### src/rtl/xy_route_ctrl.sv
`default_nettype none
// ============================================================================
// xy_route_ctrl : XY route computation and per-output round-robin wormhole
//                 arbitration for one 5-port mesh router (L, N, E, S, W).
// Revision      : 1.0
// ============================================================================
module xy_route_ctrl #(
   parameter logic [1:0] X = 2'd0,
   parameter logic [1:0] Y = 2'd0
) (
   input  logic        HCLK,
   input  logic        HRESETn,
   input  logic [4:0]  in_valid,
   input  logic [4:0]  in_head,
   input  logic [4:0]  in_tail,
   input  logic [19:0] in_dest,
   output logic [4:0]  in_pop,
   input  logic [4:0]  out_ready,
   output logic [4:0]  out_valid,
   output logic [14:0] out_sel,
   output logic        err_stray
);

   localparam logic [2:0] PORT_L = 3'd0;
   localparam logic [2:0] PORT_N = 3'd1;
   localparam logic [2:0] PORT_E = 3'd2;
   localparam logic [2:0] PORT_S = 3'd3;
   localparam logic [2:0] PORT_W = 3'd4;

   localparam logic [0:0] ST_IDLE   = 1'b0;
   localparam logic [0:0] ST_LOCKED = 1'b1;

   logic [14:0] route;
   logic [14:0] owner_flat;
   logic [4:0]  lock;
   logic [4:0]  xfer;
   logic [4:0]  owned;
   logic [4:0]  pop_own;
   logic [4:0]  stray;

   function automatic logic [2:0] wrap5(input logic [3:0] v);
      return (v >= 4'd5) ? 3'(v - 4'd5) : v[2:0];
   endfunction

   for (genvar i = 0; i < 5; i++) begin : g_in
      logic [1:0] dest_x;
      logic [1:0] dest_y;
      assign dest_x = in_dest[4*i+3 -: 2];
      assign dest_y = in_dest[4*i+1 -: 2];
      assign route[3*i +: 3] = (dest_x > X) ? PORT_E :
                               (dest_x < X) ? PORT_W :
                               (dest_y > Y) ? PORT_N :
                               (dest_y < Y) ? PORT_S : PORT_L;
   end

   for (genvar o = 0; o < 5; o++) begin : g_out
      logic [0:0] state;
      logic [0:0] state_nxt;
      logic [2:0] owner;
      logic [2:0] owner_nxt;
      logic [2:0] rr_ptr;
      logic [2:0] rr_nxt;
      logic [4:0] req;
      logic [2:0] cand;
      logic       found;
      logic       valid_o;
      logic       xfer_o;

      always_comb begin
         for (int i = 0; i < 5; i++) begin
            req[i] = in_valid[i] & in_head[i] & ~owned[i] &
                     (route[3*i +: 3] == 3'(o));
         end
      end

      always_ff @(posedge HCLK or negedge HRESETn) begin
         if (!HRESETn) begin
            state  <= ST_IDLE;
            owner  <= 3'd0;
            rr_ptr <= 3'd0;
         end else begin
            state  <= state_nxt;
            owner  <= owner_nxt;
            rr_ptr <= rr_nxt;
         end
      end

      // Cyclic search starting at rr_ptr; the pointer moves past the winner.
      always_comb begin
         state_nxt = state;
         owner_nxt = owner;
         rr_nxt    = rr_ptr;
         found     = 1'b0;
         cand      = 3'd0;
         case (state)
            ST_IDLE: begin
               for (int k = 0; k < 5; k++) begin
                  cand = wrap5(4'(rr_ptr) + 4'(k));
                  if (!found && req[cand]) begin
                     found     = 1'b1;
                     owner_nxt = cand;
                  end
               end
               if (found) begin
                  state_nxt = ST_LOCKED;
                  rr_nxt    = wrap5(4'(owner_nxt) + 4'd1);
               end
            end
            ST_LOCKED: begin
               if (xfer_o && in_tail[owner]) state_nxt = ST_IDLE;
            end
            default: state_nxt = ST_IDLE;
         endcase
      end

      always_comb begin
         valid_o = (state == ST_LOCKED) & in_valid[owner];
         xfer_o  = valid_o & out_ready[o];
      end

      assign out_valid[o]          = valid_o;
      assign xfer[o]               = xfer_o;
      assign lock[o]               = (state == ST_LOCKED);
      assign owner_flat[3*o +: 3]  = owner;
   end

   always_comb begin
      owned   = 5'd0;
      pop_own = 5'd0;
      for (int o = 0; o < 5; o++) begin
         if (lock[o]) owned[owner_flat[3*o +: 3]] = 1'b1;
         if (xfer[o]) pop_own[owner_flat[3*o +: 3]] = 1'b1;
      end
   end

   assign stray = in_valid & ~in_head & ~owned;

   // Gated by reset so the combinational strobes also drop asynchronously.
   assign in_pop    = HRESETn ? (pop_own | stray) : 5'd0;
   assign err_stray = HRESETn & (|stray);
   assign out_sel   = owner_flat;

endmodule
`default_nettype wire

### config.mk
export PLATFORM = sky130hd
export DESIGN_NAME = xy_route_ctrl
export DESIGN_NICKNAME = d
export VERILOG_FILES = /design/src/rtl/xy_route_ctrl.sv
export SDC_FILE = /design/constraint.sdc
export NUM_CORES = 1
export LEC_CHECK = 0
export CAP_MARGIN = 20
export CORE_MARGIN = 2
export CORE_UTILIZATION = 39
export CTS_CLUSTER_SIZE = 10
export DETAILED_ROUTE_END_ITERATION = 7
export SKIP_LAST_GASP = 1
export SLEW_MARGIN = 20
export SYNTH_ARGS = -nofsm -noshare
export SYNTH_HDL_FRONTEND = slang
export SYNTH_SLANG_ARGS = --single-unit
### constraint.sdc
create_clock -name HCLK -period 4.7 [get_ports HCLK]
set_clock_uncertainty 0.2 [all_clocks]
set_input_delay 0.705 -clock HCLK [delete_from_list [all_inputs] [get_ports HCLK]]
set_output_delay 0.705 -clock HCLK [all_outputs]
set_load 0.01 [all_outputs]
# Word level (Yosys, flattened, before mapping)
# Cells that the tools add are included.
# W data, S select, Z words.
word_totals:
  rom_bits: 0
  word_cells: 541
  n_memories: 0
  ramBits: 0
  latch_bits: 0
  regBits: 35
classes:
  div: 0
  n_mux: 236
  n_eq_ne: 20
  reduce_logical: 61
  n_shift: 0
  bitwise_logic: 69
  add_sub_neg: 55
  order_cmp: 85
  multipliers: 0
op_table:
  columns: ["op", "count"]
  rows:
  - ["$mux W3", 70]
  - ["$lt A3 B4 Y1 const B", 30]
  - ["$bmux W1 S3", 35]
  - ["$ge A4 B3 Y1 const B", 25]
  - ["$mux W1", 100]
  - ["$sub A3 B3 Y3 const B", 30]
  - ["$mux W5", 11]
  - ["$and A1 B1 Y1", 46]
  - ["$or A5 B5 Y5", 9]
  - ["$add A3 B1 Y4 const B", 10]
  - ["$add A3 B2 Y4 const B", 10]
  - ["$eq A3 B2 Y1 const B", 10]
  - ["$logic_and A1 B1 Y1", 30]
  - ["$add A3 B3 Y4 const B", 5]
  - ["$gt A2 B1 Y1 const B", 10]
  - ["$logic_not A1 Y1", 20]
  - ["$lt A2 B1 Y1 const B", 10]
  - ["$mux W2", 10]
  - ["$demux W1 S3", 5]
  - ["$eq A3 B1 Y1 const B", 5]
  - ["$eq A3 B3 Y1 const B", 5]
  - ["$ge A3 B1 Y1 const B", 5]
  - ["$ge A3 B3 Y1 const B", 5]
  - ["$logic_not A3 Y1", 5]
  - ["other kinds (6)", 25]

# Logic depth before layout (Yosys ltp)
# Gate-level depths: netlist of run 1.
depth:
  word_depth: 39
  ltp_mapped: 22
  depth_no_buf: 20

# Least setup slack after synthesis of run 1
# OpenSTA, ideal clock, no wires.
synth_timing:
  path_type: "register to register"
  from: "register g_out[0].rr_ptr[1]"
  to: "register g_out[0].rr_ptr[0]"
  path_stages_with_launch: 20
  arrival_time_ns: 4.124
  required_ns: 4.371
  path_slack_ns: 0.248
  n_path_buf: 1
  synth_period_minus_slack_ns: 4.452
  cell_sequence: "dfrtp_1 -> inv_1 -> ha_1 -> ha_1 -> clkbuf_1 -> a211o_1 -> and3_1 -> nor2_1 -> mux2_2 -> and3_1 -> nor3_1 -> and2_1 -> nor3b_1 -> a211oi_2 -> inv_1 -> ha_1 -> nand2_1 -> or3_1 -> o21ai_1 -> o41ai_2"
synth_via:
  elab_chain_cells: 25
  elab_cells_between_ends: 58
  classes_between: "add/sub (11); order compare (6); mux (32); reduce/logical (9)"
synth_rtl:
  columns: ["element", "line", "source"]
  rows:
  - ["from (decl)", "61", "logic [2:0] rr_ptr;"]
  - ["from (signal assigned)", "84", "rr_ptr <= rr_nxt;"]
  - ["branches (longest 25 deep; another with $add A3 B1 Y4)", null, null]
# Several ways; the timed one is not identified. The select of a mux whose other input is x is not followed.
# A chain may end at the register's enable or synchronous reset.

# Worst setup path in the final report of run 1
layout_timing:
  from: "register g_out[2].rr_ptr[1]"
  to: "register g_out[2].rr_ptr[1]"
layout_via:
  elab_chain_cells: 25
  elab_cells_between_ends: 58
  classes_between: "add/sub (11); order compare (6); mux (32); reduce/logical (9)"
layout_rtl:
  columns: ["element", "line"]
  rows:
  - ["from (decl)", "61"]
  - ["from (signal assigned)", "84"]
  - ["branches (longest 25 deep; another with $add A3 B1 Y4)", null]
# Several ways; the timed one is not identified. The select of a mux whose other input is x is not followed.

==> out/metrics.yaml, run 1 <==
placement:
  globalplace.congestion: 0.9899
  port-buffer-count: 64
  hpwl_mm: 14.38
power_and_ir_drop:
  max-vdd-ir-drop_v: 0.0006731
  finalPower_w: 0.005250
  p_leak_nw: 2.620
  powerDensity_nw_per_um2: 801.6
timing:
  slew_violations: 0
  rsz0062_at_grt: "true"
  whs_ns: 0.3395
  hold_viol: 0
  finalCriticalPeriod_ns: 4.482
  finalSetupViolations: 0
  period_share_pct: 95.35
  timing.fmax_mhz: 223.1
  relSlewSlack_pct: 56.76
  tightest_slew_ns: 0.6466
synthesis:
  yosysWarningCount: 0
  ys.flop_type: "dfrtp_1"
  synth-seq-cells: 26
  avgSynthCellArea_um2: 7.562
  synth_compound_area_share_pct: 30.12
  synthMuxAreaShare_pct: 9.947
  ys_types: 99
  synthSimpleGateAreaFrac_pct: 29.96
  synth_top_family_by_area: "compound AO/OA/AOI/OAI gates"
  async_reset_ff_share_pct: 100.0
  synthTopCellsByArea: "dfrtp_1 (12%), ha_1 (7.0%), nor2_1 (4.4%)"
  yosysTopAreaCell: "dfrtp_1"
  synthCells: 712
  synthXorXnorAreaFrac_pct: 2.603
  synth_top_area_share_pct: 12.08
  syn_area_um2: 5384
  ys_seq_area_share_pct: 12.08
  synth_edf_count: 0
  synth_fa_ha_area_share_pct: 8.087
floorplanning:
  rows: 42
  die-area_um2: 14760
  core_um2: 13350
  die_y_um: 121.5
  pin_count: 68
  initial_utilization_pct: 40.34
  die_w_um: 121.5
routing:
  ant_nets: 0
  routed_wl_mm: 17.79
  via_per_inst: 6.099
  drt_iter0_drc: 568
  wl_per_cell_um: 18.36
  drcViolationCount: 0
  dr.pass1.iters: 4
  dr_total_vias: 5910
cts:
  cts_buffer_depth: 2
  htreeDepth: 1
  cts_setup_buffers: 0
  cts_root_buf: "clkbuf_16"
  ctsHoldBuffers: 0
  cts_sinks: 26
  cts_buffers: 3
  clock_latency_ns: 0.27
  cts_tree: "built"
  clk_pin_slew_ns: 0.08
finish:
  final_cell_mix: "clkdlybuf4s50_1 (64), nor2_1 (63), nand2_1 (58)"
  multiInputGateArea_um2: 4404
  fin_util_pct: 49.07
  insertedDiodeCount: 0
  drive_gt1_share_pct: 15.01
  mostFrequentLayoutCell: "clkdlybuf4s50_1"
  area_growth_pct: 21.66
  nets: 870
  fill_cells: 1339
  regArea_um2: 654.4
outcome:
  status: "completed"
critical_path:
  crit_top_cell: "ha_1"
  rrSetupSlack_ns: 0.22
  rr_worst_depth: 17
  path_max_fanout: 7
  critPathTopFamily: "compound AO/OA/AOI/OAI gates"
  r2r_start: "g_out[2].rr_ptr[1]$_DFFE_PN0P_"
  critical_path_class: "flip-flop to flip-flop"
  arrival_ns: 4.43
  crit_path_cell_trace: "inv_1 -> ha_1 -> ha_1 -> o22a_1 -> or4_1 -> a31o_1 -> nor2b_1 -> nand4_2 -> nand2b_1 -> o21ai_1 -> o31a_1 -> inv_1 -> ha_1 -> nand2_1 -> o211ai_1 -> a2bb2oi_1 -> o211ai_1"
  critical_path_required_ns: 4.65
  r2r_end: "g_out[2].rr_ptr[1]$_DFFE_PN0P_"
  endpoint_kind: "flip-flop"
  cp_num_buf_inv: 2
  slowest_delay_ns: 0.54
  critPathSlowestCell: "or4_1"
  startpoint_type: "flip-flop"
global_route:
  grt_util_all_layers_pct: 24.13
  overflow: 0
  grt_max_degree: 25
  grt_pass1_vias: 5568
  grt_pass1_wl_mm: 28.78
  antenna_found_initial: 0
run:
  maxCapViolCount: 0
min_path:
  hold_path_end: "g_out[4].state$_DFF_PN0_"
  min-delay-path-class: "flip-flop to flip-flop"
  holdPathStages: 2
  hold_start: "g_out[4].state$_DFF_PN0_"
-- routing by layer --
layer	global-route usage (%)	up-vias	wire (µm)
li1	-	2842	-
met1	33.42	2822	8237
met2	38.97	217	8139
met3	3.289	29	1027
met4	7.256	0	382
met5	0	-	0
-- worst max-delay path by stage --
stage	cells after the start	startpoint	slack (ns)	to
2_1_floorplan	19	g_out[0].rr_ptr[1]$_DFFE_PN0P_	0.25	g_out[0].rr_ptr[0]$_DFFE_PN0P_
3_3_place_gp	16	in_valid[0]	0.16	g_out[0].rr_ptr[0]$_DFFE_PN0P_
3_5_place_dp	16	in_valid[0]	0.11	g_out[0].rr_ptr[0]$_DFFE_PN0P_
4_1_cts	17	g_out[0].rr_ptr[1]$_DFFE_PN0P_	0.15	g_out[0].rr_ptr[1]$_DFFE_PN0P_
5_1_grt	17	g_out[2].rr_ptr[1]$_DFFE_PN0P_	-0.03	g_out[2].rr_ptr[1]$_DFFE_PN0P_
6_report	17	g_out[2].rr_ptr[1]$_DFFE_PN0P_	0.22	g_out[2].rr_ptr[1]$_DFFE_PN0P_
-- metrics by stage --
step	setup TNS (ns)	area [µm²]	std cells	worst slack, ns
2_1_floorplan	0	5391	714	0.2476
3_3_place_gp	0	6424	966	0.1600
3_5_place_dp	0	6424	966	0.1108
4_1_cts	0	6499	969	0.1494
5_1_grt	-0.04150	6550	969	-0.02834
6_report	0	6550	969	0.2183
-- repair_timing --
item	4_1_cts	5_1_grt
endpoints found under the hold margin	0	0
setup endpoints to repair	0	4
gates resized for setup	0	12
-- state kept, by name, indices dropped and copies added (netlist names) --
name,count
g_out.owner,12
g_out.rr_ptr,9
g_out.state,5
-- cell families (layout without fill, tap and decap cells) --
family	Yosys count	count (layout)
compound gates	218	218
xor+xnor	16	16
fa+ha+maj	33	33
buf+inv	83	162
flops	26	26
mux	41	41
other cells	1	3
simple gates	294	294
-- cell type report --
class	instances	area share, %
Multi-Input combinational cell	605	67.24
Tap cell	176	3.362
Timing Repair Buffer	117	15.85
Inverter	42	2.407
Clock buffer	3	1.146
Sequential cell	26	9.990
-- cells in the mapped netlist, types with 7 or more instances --
cell,number
nor4_1,10
xnor2_1,14
nand3_1,15
mux2_2,10
o21ai_0,46
a211oi_1,9
buf_2,16
or3_1,7
o21ai_1,7
and2_1,7
o21a_1,10
inv_1,36
nor2b_1,17
buf_4,12
nor2_1,63
a21oi_1,29
mux4_2,9
dfrtp_1,26
and3_1,7
mux2i_1,22
nand2_1,58
ha_1,30
a21o_1,9
clkbuf_1,11
nand2b_1,15
o22ai_1,9
nor3_1,43
-- power by group --
| part | leakage, nW | internal, W | switching, W |
|---|---|---|---|
| Sequential | 0.327 | 0.000310 | 0.000173 |
| Clock | 0.0370 | 0.000114 | 0.0000921 |
| Combinational | 2.26 | 0.00198 | 0.00258 |
-- worst reg2reg max path, delay by kind of cell (launching register included) --
| kind | cells | cell delay, ns |
|---|---|---|
| AO/OA/AOI/OAI | 7 | 1.44 |
| flip-flops | 1 | 0.47 |
| adder cells (fa/ha/maj) | 3 | 0.78 |
| buffers and inverters | 2 | 0.31 |
| AND/OR/NAND/NOR | 5 | 1.16 |
Note: power is estimated with default switching activity, not from simulation.
==> run 2: changes to the inputs <==
REMOVE_ABC_BUFFERS = 1   (was not set)
==> run 2 against run 1 <==
- routed wire length is 0.87% higher
- sequential power is 6.6% higher
- register-to-register slack hardly changed
- power is 0.24% lower
- non-clock buffer count is 8 lower
- core utilization is 0.23 points lower
- setup slack better by 0.0042 ns
==> out/metrics.yaml, run 2 (synthesis gave the netlist of run 1 again) <==
critical_path:
  critical_path_class: "flip-flop to flip-flop"
  startpoint_type: "flip-flop"
  endpoint_kind: "flip-flop"
  arrival_ns: 4.42  # about the same
  path_max_fanout: 20  # +13
  critical_path_required_ns: 4.65  # about the same
finish:
  mostFrequentLayoutCell: "clkdlybuf4s50_1"
  reg_top3: "g_out.owner: 12 flops, g_out.rr_ptr: 9 flops, g_out.state: 5 flops"
  area_growth_pct: 21.08
  regMostFlops: "g_out.owner"
  final_area_um2: 6519  # -0.48%
  largest_reg_flops: 12  # unchanged
  insertedDiodeCount: 0  # unchanged
  final_cell_mix: "clkdlybuf4s50_1 (64), nor2_1 (62), nand2_1 (58)"
  drive_gt1_share_pct: 14.50  # -0.50 points
  nets: 862  # -0.92%
routing:
  dr_total_vias: 5917  # +0.12%
  drcViolationCount: 0  # unchanged
  wl_per_cell_um: 18.65  # +1.6%
  ant_nets: 0  # unchanged
  drt_iter0_drc: 477  # -16%
  dr.pass1.iters: 5  # +1
  via_per_inst: 6.151  # +0.85%
  m1WireLength_mm: 8.544  # +3.7%
  dr_wl_met2_mm: 8.199  # +0.74%
  top_layer_used: "met4"
  met3_length_mm: 1.051  # +2.3%
  routed_wl_mm: 17.94  # +0.87%
timing:
  finalCriticalPeriod_ns: 4.477  # -0.004218 ns
  relSlewSlack_pct: 55.12  # -1.6 points
  timing.fmax_mhz: 223.3  # about the same
  rsz0062_at_grt: "false"
  finalSetupViolations: 0  # unchanged
  whs_ns: 0.3288  # -0.01067 ns
  hold_viol: 0  # unchanged
  period_share_pct: 95.27  # about the same
  slew_violations: 0  # unchanged
  tightest_slew_ns: 0.6733  # +0.02663 ns
floorplanning:
  die_w_um: 121.5  # unchanged
  pin_count: 68  # unchanged
  initial_utilization_pct: 40.34  # unchanged
  core_um2: 13350  # unchanged
  rows: 42  # unchanged
  die-area_um2: 14760  # unchanged
  die_y_um: 121.5  # unchanged
global_route:
  grt_pass1_wl_mm: 29.12  # +1.2%
  overflow: 0  # unchanged
  grt_max_degree: 25  # unchanged
  grt_util_all_layers_pct: 24.14  # about the same
  grt_pass1_vias: 5739  # +3.1%
  antenna_found_initial: 0  # unchanged
min_path:
  min-delay-path-class: "flip-flop to flip-flop"
power_and_ir_drop:
  p_leak_nw: 2.590  # -1.2%
  powerDensity_nw_per_um2: 803.5  # +0.24%
  max-vdd-ir-drop_v: 0.0005632  # -16%
cts:
  ctsHoldBuffers: 0  # unchanged
  cts_buffers: 3  # unchanged
  htreeDepth: 1  # unchanged
  cts_root_buf: "clkbuf_16"
  cts_tree: "built"
  cts_sinks: 26  # unchanged
  clk_pin_slew_ns: 0.06  # -0.02 ns
  cts_buffer_depth: 2  # unchanged
  clock_latency_ns: 0.26  # about the same
placement:
  port-buffer-count: 64  # unchanged
  hpwl_mm: 14.20  # -1.3%
  globalplace.congestion: 0.9630  # -2.7%
  placed_area_um2: 6349  # -1.2%
outcome:
  status: "completed"
run:
  maxCapViolCount: 0  # unchanged
==> run 2: final timing paths <==
check,startpoint,end,slack [ns],depth (start not counted)
min in group asynchronous,HRESETn,g_out[1].rr_ptr[2]$_DFFE_PN0P_,0.59,1
worst min register to register,g_out[4].state$_DFF_PN0_,g_out[4].state$_DFF_PN0_,0.33,2
max in group asynchronous,HRESETn,g_out[2].rr_ptr[1]$_DFFE_PN0P_,3.10,2
worst min-delay path,g_out[4].state$_DFF_PN0_,g_out[4].state$_DFF_PN0_,0.33,2
worst max register to register,g_out[1].rr_ptr[0]$_DFFE_PN0P_,g_out[1].rr_ptr[1]$_DFFE_PN0P_,0.22,18
worst max-delay path,g_out[1].rr_ptr[0]$_DFFE_PN0P_,g_out[1].rr_ptr[1]$_DFFE_PN0P_,0.22,18
==> run 2: layout make-up <==
class,instances,area (µm²)
tap,176,220.2
inverter,42,161.4
timing repair buffer,109,978.4
sequential,26,653.1
multi-input combinational,605,4417
clock buffer,4,88.84
fill,1338,6829
==> run 2: critical path: stages, from the launching register on <==
cell,delay (ns)
dfrtp_1,0.41
buf_4,0.30
ha_1,0.33
nor2b_1,0.25
o21ai_0,0.14
buf_4,0.17
a2111oi_1,0.40
o21ai_1,0.14
o211a_1,0.23
nand4_1,0.12
o21ai_0,0.10
a211o_1,0.35
a21oi_4,0.21
inv_2,0.09
ha_1,0.24
o21ai_0,0.09
mux2i_1,0.12
o21a_1,0.19
o31a_1,0.27
==> run 2: per-layer routing <==
| layer | up-vias | GRT usage, % |
|---|---|---|
| met5 | - | 0 |
| met3 | 20 | 2.585 |
| li1 | 2826 | - |
| met4 | 0 | 3.520 |
| met1 | 2862 | 34.99 |
| met2 | 209 | 39.50 |
==> run 2: report_power, final <==
| part | total [W] | leakage, nW | internal [W] | switching [W] |
|---|---|---|---|---|
| Sequential | 0.000515 | 0.329 | 0.000309 | 0.000206 |
| Clock | 0.000209 | 0.0442 | 0.000130 | 0.0000788 |
| Combinational | 0.00451 | 2.22 | 0.00194 | 0.00257 |
| Total | 0.00524 | 2.59 | 0.00238 | 0.00286 |
==> run 2: per-stage QoR <==
stage / setup WS, ns / std cells / total power (W) / util [%] / setup TNS, ns
final: 0.2225 / 962 / 0.005238 / 48.84 / 0
after floorplan: -0.01575 / 673 / 0.003623 / - / -0.01575
after global placement: 0.04387 / 956 / 0.004739 / 47.56 / 0
after CTS: 0.07822 / 960 / 0.005098 / 48.23 / 0
after global routing: 0.005741 / 962 / 0.005711 / 48.84 / 0
after detailed placement: -0.01023 / 956 / 0.004859 / 47.56 / -0.01023
==> run 2: repair_timing <==
action	in CTS	in global routing
resized for setup	0	16
setup endpoints to repair	0	4
endpoints found under the hold margin	0	0
buffers inserted	0	2
==> run 3: changes to the inputs <==
CTS_CLUSTER_DIAMETER = 100   (was not set)
==> results of run 3 <==
The final DEF is identical to that of run 2; final timing and power are the same.
